===== src/rtl/io_map_pkg.sv =====
// io_map_pkg: default I/O window addresses and field layout for ram_io_responder
package io_map_pkg;
    localparam logic [15:0] IO_INPUT_ADDR = 16'h0000;
    localparam logic [15:0] IO_SEG1_ADDR  = 16'h0001;
    localparam logic [15:0] IO_SEG2_ADDR  = 16'h0002;
    localparam logic [15:0] IO_KEYEV_ADDR = 16'h0003;
    localparam int          SW_W          = 10;
    localparam int          KEY_W         = 2;
    localparam int          KEYEV_W       = 2;
    function automatic logic [15:0] pack_input(logic [SW_W-1:0] sw, logic [KEY_W-1:0] key);
        return {{(16 - SW_W - KEY_W){1'b0}}, sw, key};
    endfunction
endpackage


===== src/rtl/input_sync.sv =====
// input_sync: two-flop synchronizers for switches/keys plus key falling-edge pulse
//   clock, reset          : system clock, synchronous active-high reset
//   sw_raw, key_raw       : asynchronous switch / active-low key inputs
//   sw_s, key_s           : synchronized copies (keys reset to released)
//   key_fall              : one-cycle pulse per key press
module input_sync
    import io_map_pkg::*;
(
    input  logic             clock,
    input  logic             reset,
    input  logic [SW_W-1:0]  sw_raw,
    input  logic [KEY_W-1:0] key_raw,
    output logic [SW_W-1:0]  sw_s,
    output logic [KEY_W-1:0] key_s,
    output logic [KEY_W-1:0] key_fall
);
    logic [SW_W-1:0]  sw_m;
    logic [KEY_W-1:0] key_m;
    logic [KEY_W-1:0] key_prev;
    always_ff @(posedge clock) begin
        if (reset) begin
            sw_m     <= '0;
            sw_s     <= '0;
            key_m    <= '1;
            key_s    <= '1;
            key_prev <= '1;
        end else begin
            sw_m     <= sw_raw;
            sw_s     <= sw_m;
            key_m    <= key_raw;
            key_s    <= key_m;
            key_prev <= key_s;
        end
    end
    assign key_fall = key_prev & ~key_s;
endmodule


===== src/rtl/ram_io_responder.sv =====
// ram_io_responder: memory-side bus responder muxing a small I/O window over block RAM
//   clock, reset              : system clock, synchronous active-high reset
//   address, data, wren, q    : CPU bus
//   ram_address/data/wren/q   : block RAM port (wren suppressed on I/O hits)
//   SW, KEY                   : raw switches / active-low keys
//   SEG1, SEG2                : display value registers
module ram_io_responder
    import io_map_pkg::*;
#(
    parameter logic [15:0] IO_INPUT     = IO_INPUT_ADDR,
    parameter logic [15:0] IO_SEG1      = IO_SEG1_ADDR,
    parameter logic [15:0] IO_SEG2      = IO_SEG2_ADDR,
    parameter logic [15:0] IO_KEYEV     = IO_KEYEV_ADDR,
    parameter int          READ_LATENCY = 1
) (
    input  logic             clock,
    input  logic             reset,
    input  logic [15:0]      address,
    input  logic [15:0]      data,
    input  logic             wren,
    output logic [15:0]      q,
    output logic [15:0]      ram_address,
    output logic [15:0]      ram_data,
    output logic             ram_wren,
    input  logic [15:0]      ram_q,
    input  logic [SW_W-1:0]  SW,
    input  logic [KEY_W-1:0] KEY,
    output logic [15:0]      SEG1,
    output logic [15:0]      SEG2
);
    logic [SW_W-1:0]    sw_s;
    logic [KEY_W-1:0]   key_s;
    logic [KEY_W-1:0]   key_fall;
    logic [KEYEV_W-1:0] keyev;
    logic [KEYEV_W-1:0] kev_clr;
    logic               io_hit;
    logic [15:0]        io_val;
    logic               pipe_hit [READ_LATENCY];
    logic [15:0]        pipe_val [READ_LATENCY];

    input_sync u_sync (
        .clock    (clock),
        .reset    (reset),
        .sw_raw   (SW),
        .key_raw  (KEY),
        .sw_s     (sw_s),
        .key_s    (key_s),
        .key_fall (key_fall)
    );

    always_comb begin
        io_hit  = address == IO_INPUT || address == IO_SEG1 ||
                  address == IO_SEG2  || address == IO_KEYEV;
        io_val  = address == IO_INPUT ? pack_input(sw_s, key_s) :
                  address == IO_SEG1  ? SEG1 :
                  address == IO_SEG2  ? SEG2 :
                  address == IO_KEYEV ? {{(16 - KEYEV_W){1'b0}}, keyev} : '0;
        kev_clr = (wren && address == IO_KEYEV) ? data[KEYEV_W-1:0] : '0;
    end

    assign ram_address = address;
    assign ram_data    = data;
    assign ram_wren    = wren & ~io_hit;
    assign q           = pipe_hit[READ_LATENCY-1] ? pipe_val[READ_LATENCY-1] : ram_q;

    // Pipeline captures pre-edge register state, matching the RAM's registered read.
    always_ff @(posedge clock) begin
        if (reset) begin
            SEG1  <= '0;
            SEG2  <= '0;
            keyev <= '0;
            for (int i = 0; i < READ_LATENCY; i++) begin
                pipe_hit[i] <= 1'b0;
                pipe_val[i] <= '0;
            end
        end else begin
            if (wren && address == IO_SEG1) SEG1 <= data;
            if (wren && address == IO_SEG2) SEG2 <= data;
            // OR-ing the new edge after the clear lets a simultaneous press win.
            keyev       <= (keyev & ~kev_clr) | key_fall;
            pipe_hit[0] <= io_hit;
            pipe_val[0] <= io_val;
            for (int i = 1; i < READ_LATENCY; i++) begin
                pipe_hit[i] <= pipe_hit[i-1];
                pipe_val[i] <= pipe_val[i-1];
            end
        end
    end
endmodule


===== config.mk =====
export PLATFORM = sky130hd
export DESIGN_NAME = ram_io_responder
export DESIGN_NICKNAME = d
export VERILOG_FILES = /design/src/rtl/io_map_pkg.sv /design/src/rtl/input_sync.sv /design/src/rtl/ram_io_responder.sv
export SDC_FILE = /design/constraint.sdc
export NUM_CORES = 1
export LEC_CHECK = 0
export BUFFER_PORTS_ARGS = -buffer_cell sky130_fd_sc_hd__buf_2
export CAP_MARGIN = 10
export CORE_ASPECT_RATIO = 0.7
export CORE_MARGIN = 2
export CORE_UTILIZATION = 47
export DETAILED_ROUTE_END_ITERATION = 12
export PLACE_DENSITY = 0.8
export SLEW_MARGIN = 25
export SYNTH_ARGS = -nofsm -noshare
export SYNTH_HDL_FRONTEND = slang
export SYNTH_SLANG_ARGS = --single-unit
export TNS_END_PERCENT = 30

===== constraint.sdc =====
create_clock -name clock -period 1.92 [get_ports clock]
set_input_delay 0.192 -clock clock [delete_from_list [all_inputs] [get_ports clock]]
set_output_delay 0.192 -clock clock [all_outputs]
set_load 0.05 [all_outputs]

==> qor.csv <==
stage,metric,value,unit
outcome,result of the run,"finished, final reports clean",
worst_setup_path,maximum fanout along the worst path,12,
grt,Global Route Usage Sum,0.194,
cells_and_area,Antenna Diode Count,0,
grt,global-route wire length before repair,11000,um
sta,achievable frequency,539,MHz
synth,leading post-synthesis cells by cell area,"dfxtp_1 (47%), mux2i_1 (13%), buf_4 (7.8%)",
synth,async set or reset register ratio after synthesis,0,
floorplanning,Die ar.,0.00762,mm2
synth,share of the synthesized area in the top cell type,0.473,
worst_setup_path,critical path capture point type,output pin,
pwr,power share of the clock group,0.395,
synth,synthesized netlist cell count,302,
worst_setup_path,startpoint kind of the worst setup timing path,flop,
floorplanning,standard cell core area,0.00673,mm2
synth,post-synthesis sequential element count,77,
grt,via count of the first global-routing pass,2232,
clock_network,H-tree levels,3,
flow_run,max cap viols,0,
worst_setup_path,kind of critical path,flop to output pin,
sta,Slew Limit Fails,0,
synth,multiplexer area fraction after synthesis,0.198,
synth,Compound-Gate Fraction of Synth Area,0.0453,
sta,Max-Slew Margin vs Limit,0.627,
synth,combined area of all synthesized cells,0.00326,mm2
synth,leading area contributor after synthesis,dfxtp_1,
worst_setup_path,Crit path largest cell delay,490,ps
detailed_routing,Detailed Route WL,7390,um
clock_network,post-cts resize count,0,
sta,final clock skew,7.13,ps
floorplanning,number of top-level pins,144,
clock_network,# clock sinks,77,
worst_setup_path,cells along the critical path,buf_4 > mux2_2 > buf_2,
placement,final weighted congestion in routability-driven placement,0.766,
pwr,Max rail drop VDD,0.559,mV
cells_and_area,Layout Area Growth over Synthesis,24.1,%
sta,setup violators final,0,
floorplanning,die width,103,um
clock_network,Longest Clk Path Bufs,2,
clock_network,post-CTS setup repair buffer count,0,
synth,post-synthesis cell type count,31,
sta,final setup TNS,0,ps
synth,xor/xnor cell area share of the yosys netlist,0,
synth,combinational family with the most area after synthesis,multiplexers,
worst_setup_path,Critical Path AT,1660,ps
sta,Final Hold Viols,0,
min_path,class of the tightest hold or removal check,input port to flop,
worst_setup_path,count of buffering cells on the critical path with inverters included,2,
detailed_routing,first-pass detailed-route iteration total,5,
synth,synthesized area per cell,10.8,um2
pwr,P_leak,1.93,nW
placement,half-perimeter wire length after placement,5510,um
sta,Tmin final,1860,ps
sta,actual slew at the worst max-slew pin,555,ps
pwr,cell internal pwr,2.56,mW
clock_network,clock-pin slew on the worst setup and hold paths,70,ps
grt,maximum number of pins on one net before global-route repair,41,
floorplanning,Initial Utilization,0.484,
detailed_routing,Via density,4.74,
synth,number of enable flip-flop cells after synthesis,0,
synth,most common flop cell mapped by yosys,dfxtp_1,
floorplanning,die boundary height,73.6,um
clock_network,worst skew pair latency,350,ps
pwr,Power Density,850,mW/mm2
cells_and_area,Util after Layout,0.601,
sta,share of the clock period used by the worst path after layout,0.967,
detailed_routing,via count,2424,
synth,total nets after synthesis,365,
grt,number of antenna violations at the first check in global routing,0,
pwr,portion of total power attributed to sequential cells,0.475,
worst_setup_path,Crit path max-delay family,flip-flops,
cells_and_area,number of nets in the layout,475,
pwr,fraction of power spent switching nets,0.255,
synth,adder and majority gate portion of the synthesized area,0,
cells_and_area,Fillers,574,
pwr,combinational share of power,0.130,
detailed_routing,Detailed Route Iter0 Violations,78,
synth,most used standard cells in the synthesized netlist,"dfxtp_1 (77), nand2_1 (48), mux2i_1 (42)",
clock_network,CTS tree,done,
grt,gr ovfl total,0,
clock_network,post-cts hold buffer count,0,
synth,Simple-Gate Fraction of Synth Area,0.169,
cells_and_area,share of final-layout standard cells stronger than drive strength 1,0.470,
pwr,Switching Power,0.876,mW
clock_network,Inserted Clock Buffers,9,
detailed_routing,Routed Antenna Nets,0,
synth,most common cell in the netlist,dfxtp_1,
placement,# port buffers,143,
floorplanning,total number of placement rows,25,
sta,setup repair after global routing missed its margin,false,
synth,Synthesis Warnings,0,
detailed_routing,detail-routed net length per standard cell,14.5,um
clock_network,Root Buffer Master,clkbuf_8,
worst_setup_path,required time at the worst-slack endpoint,1730,ps
detailed_routing,total DRC errors in the routed layout,0,
synth,post-synthesis sequential area ratio,0.473,
worst_setup_path,cell with the largest stage delay on the worst path,dfxtp_1,
==> cell families (layout without fill, tap and decap cells) <==
logic type	after synthesis	in the layout
buffers and inverters	55	170
AO/OA/AOI/OAI	16	16
AND/OR/NAND/NOR	94	94
flip-flops	77	77
multiplexers	60	60
==> final cells by class <==
class / instances / area, um2 / share of cell area
repair buffers: 151 / 801 / 0.198
well taps: 94 / 118 / 0.0291
multi-input cells: 170 / 1340 / 0.333
clock inverters: 4 / 70.1 / 0.0173
flip-flops and latches: 77 / 1540 / 0.382
inverters: 3 / 11.3 / 0.00279
clock buffers: 12 / 155 / 0.0384
==> power by group through the flow <==
stage	clock, mW	sequential (mW)	combinational, mW
floorplan	0	1.66	0.347
global placement	0	1.67	0.441
detailed placement	0	1.67	0.448
CTS	1.37	1.63	0.449
global route	1.43	1.63	0.473
finish	1.36	1.63	0.447
==> through the flow <==
| step | hold WS, ps | setup slack [ps] | cell area, um2 | std cells | power, mW |
|---|---|---|---|---|---|
| 6_report | 18.3 | 64.3 | 4040 | 511 | 3.43 |
| 5_1_grt | 14.7 | 28.9 | 4040 | 511 | 3.54 |
| 4_1_cts | 14.2 | 64.3 | 4040 | 511 | 3.45 |
| 3_5_place_dp | 378 | 235 | 3810 | 495 | 2.12 |
| 3_3_place_gp | 375 | 213 | 3810 | 495 | 2.11 |
| 2_1_floorplan | 296 | 338 | 3260 | 302 | 2.01 |
==> sequential cells by signal, summed over array words and instances, names as in the netlist <==
| name | cells |
|---|---|
| SEG1 | 16 |
| SEG2 | 16 |
| pipe_val | 16 |
| u_sync.sw_m | 10 |
| u_sync.sw_s | 10 |
| keyev | 2 |
| u_sync.key_m | 2 |
| u_sync.key_prev | 2 |
| u_sync.key_s | 2 |
| pipe_hit | 1 |
==> worst paths after layout <==
path                            cells after the start              end  slack, ps             from
worst max-delay path                                3            q[11]         60      pipe_hit[0]
worst min-delay path                                2  u_sync.key_m[0]         20           KEY[0]
worst max register to register                      2   pipe_val[0][1]        840          SEG2[1]
worst min register to register                      1  u_sync.key_s[1]        410  u_sync.key_m[1]
==> cells in the final DEF, fill, tap and decap left out, drive strengths merged <==
| cell | netlist | final |
|---|---|---|
| a32o | 6 | 6 |
| and2 | 3 | 3 |
| and3b | 2 | 2 |
| and4 | 1 | 1 |
| buf | 42 | 151 |
| bufinv | 0 | 2 |
| clkbuf | 10 | 12 |
| clkinv | 0 | 2 |
| dfxtp | 77 | 77 |
| inv | 3 | 3 |
| mux2 | 16 | 16 |
| mux2i | 42 | 42 |
| mux4 | 2 | 2 |
| nand2 | 48 | 48 |
| nand3b | 2 | 2 |
| nand4 | 3 | 3 |
| nor2 | 4 | 4 |
| nor2b | 20 | 20 |
| nor3 | 1 | 1 |
| nor3b | 1 | 1 |
| nor4 | 3 | 3 |
| nor4b | 1 | 1 |
| o2bb2ai | 10 | 10 |
| or2 | 4 | 4 |
| or3 | 1 | 1 |
==> worst register-to-register path, stage by stage, from the launching register on <==
cell,delay (ps)
dfxtp_1,340
mux4_2,470
and2_1,170
==> metal layers <==
| layer | GRT usage | share of wire | vias to the layer above |
|---|---|---|---|
| met3 | 0.0609 | 0.075 | 13 |
| met4 | 0.0702 | 0.016 | 0 |
| li1 | - | - | 1212 |
| met1 | 0.260 | 0.46 | 1111 |
| met2 | 0.295 | 0.45 | 88 |
| met5 | 0 | 0 | - |
Power figures use the tool's default switching activity.
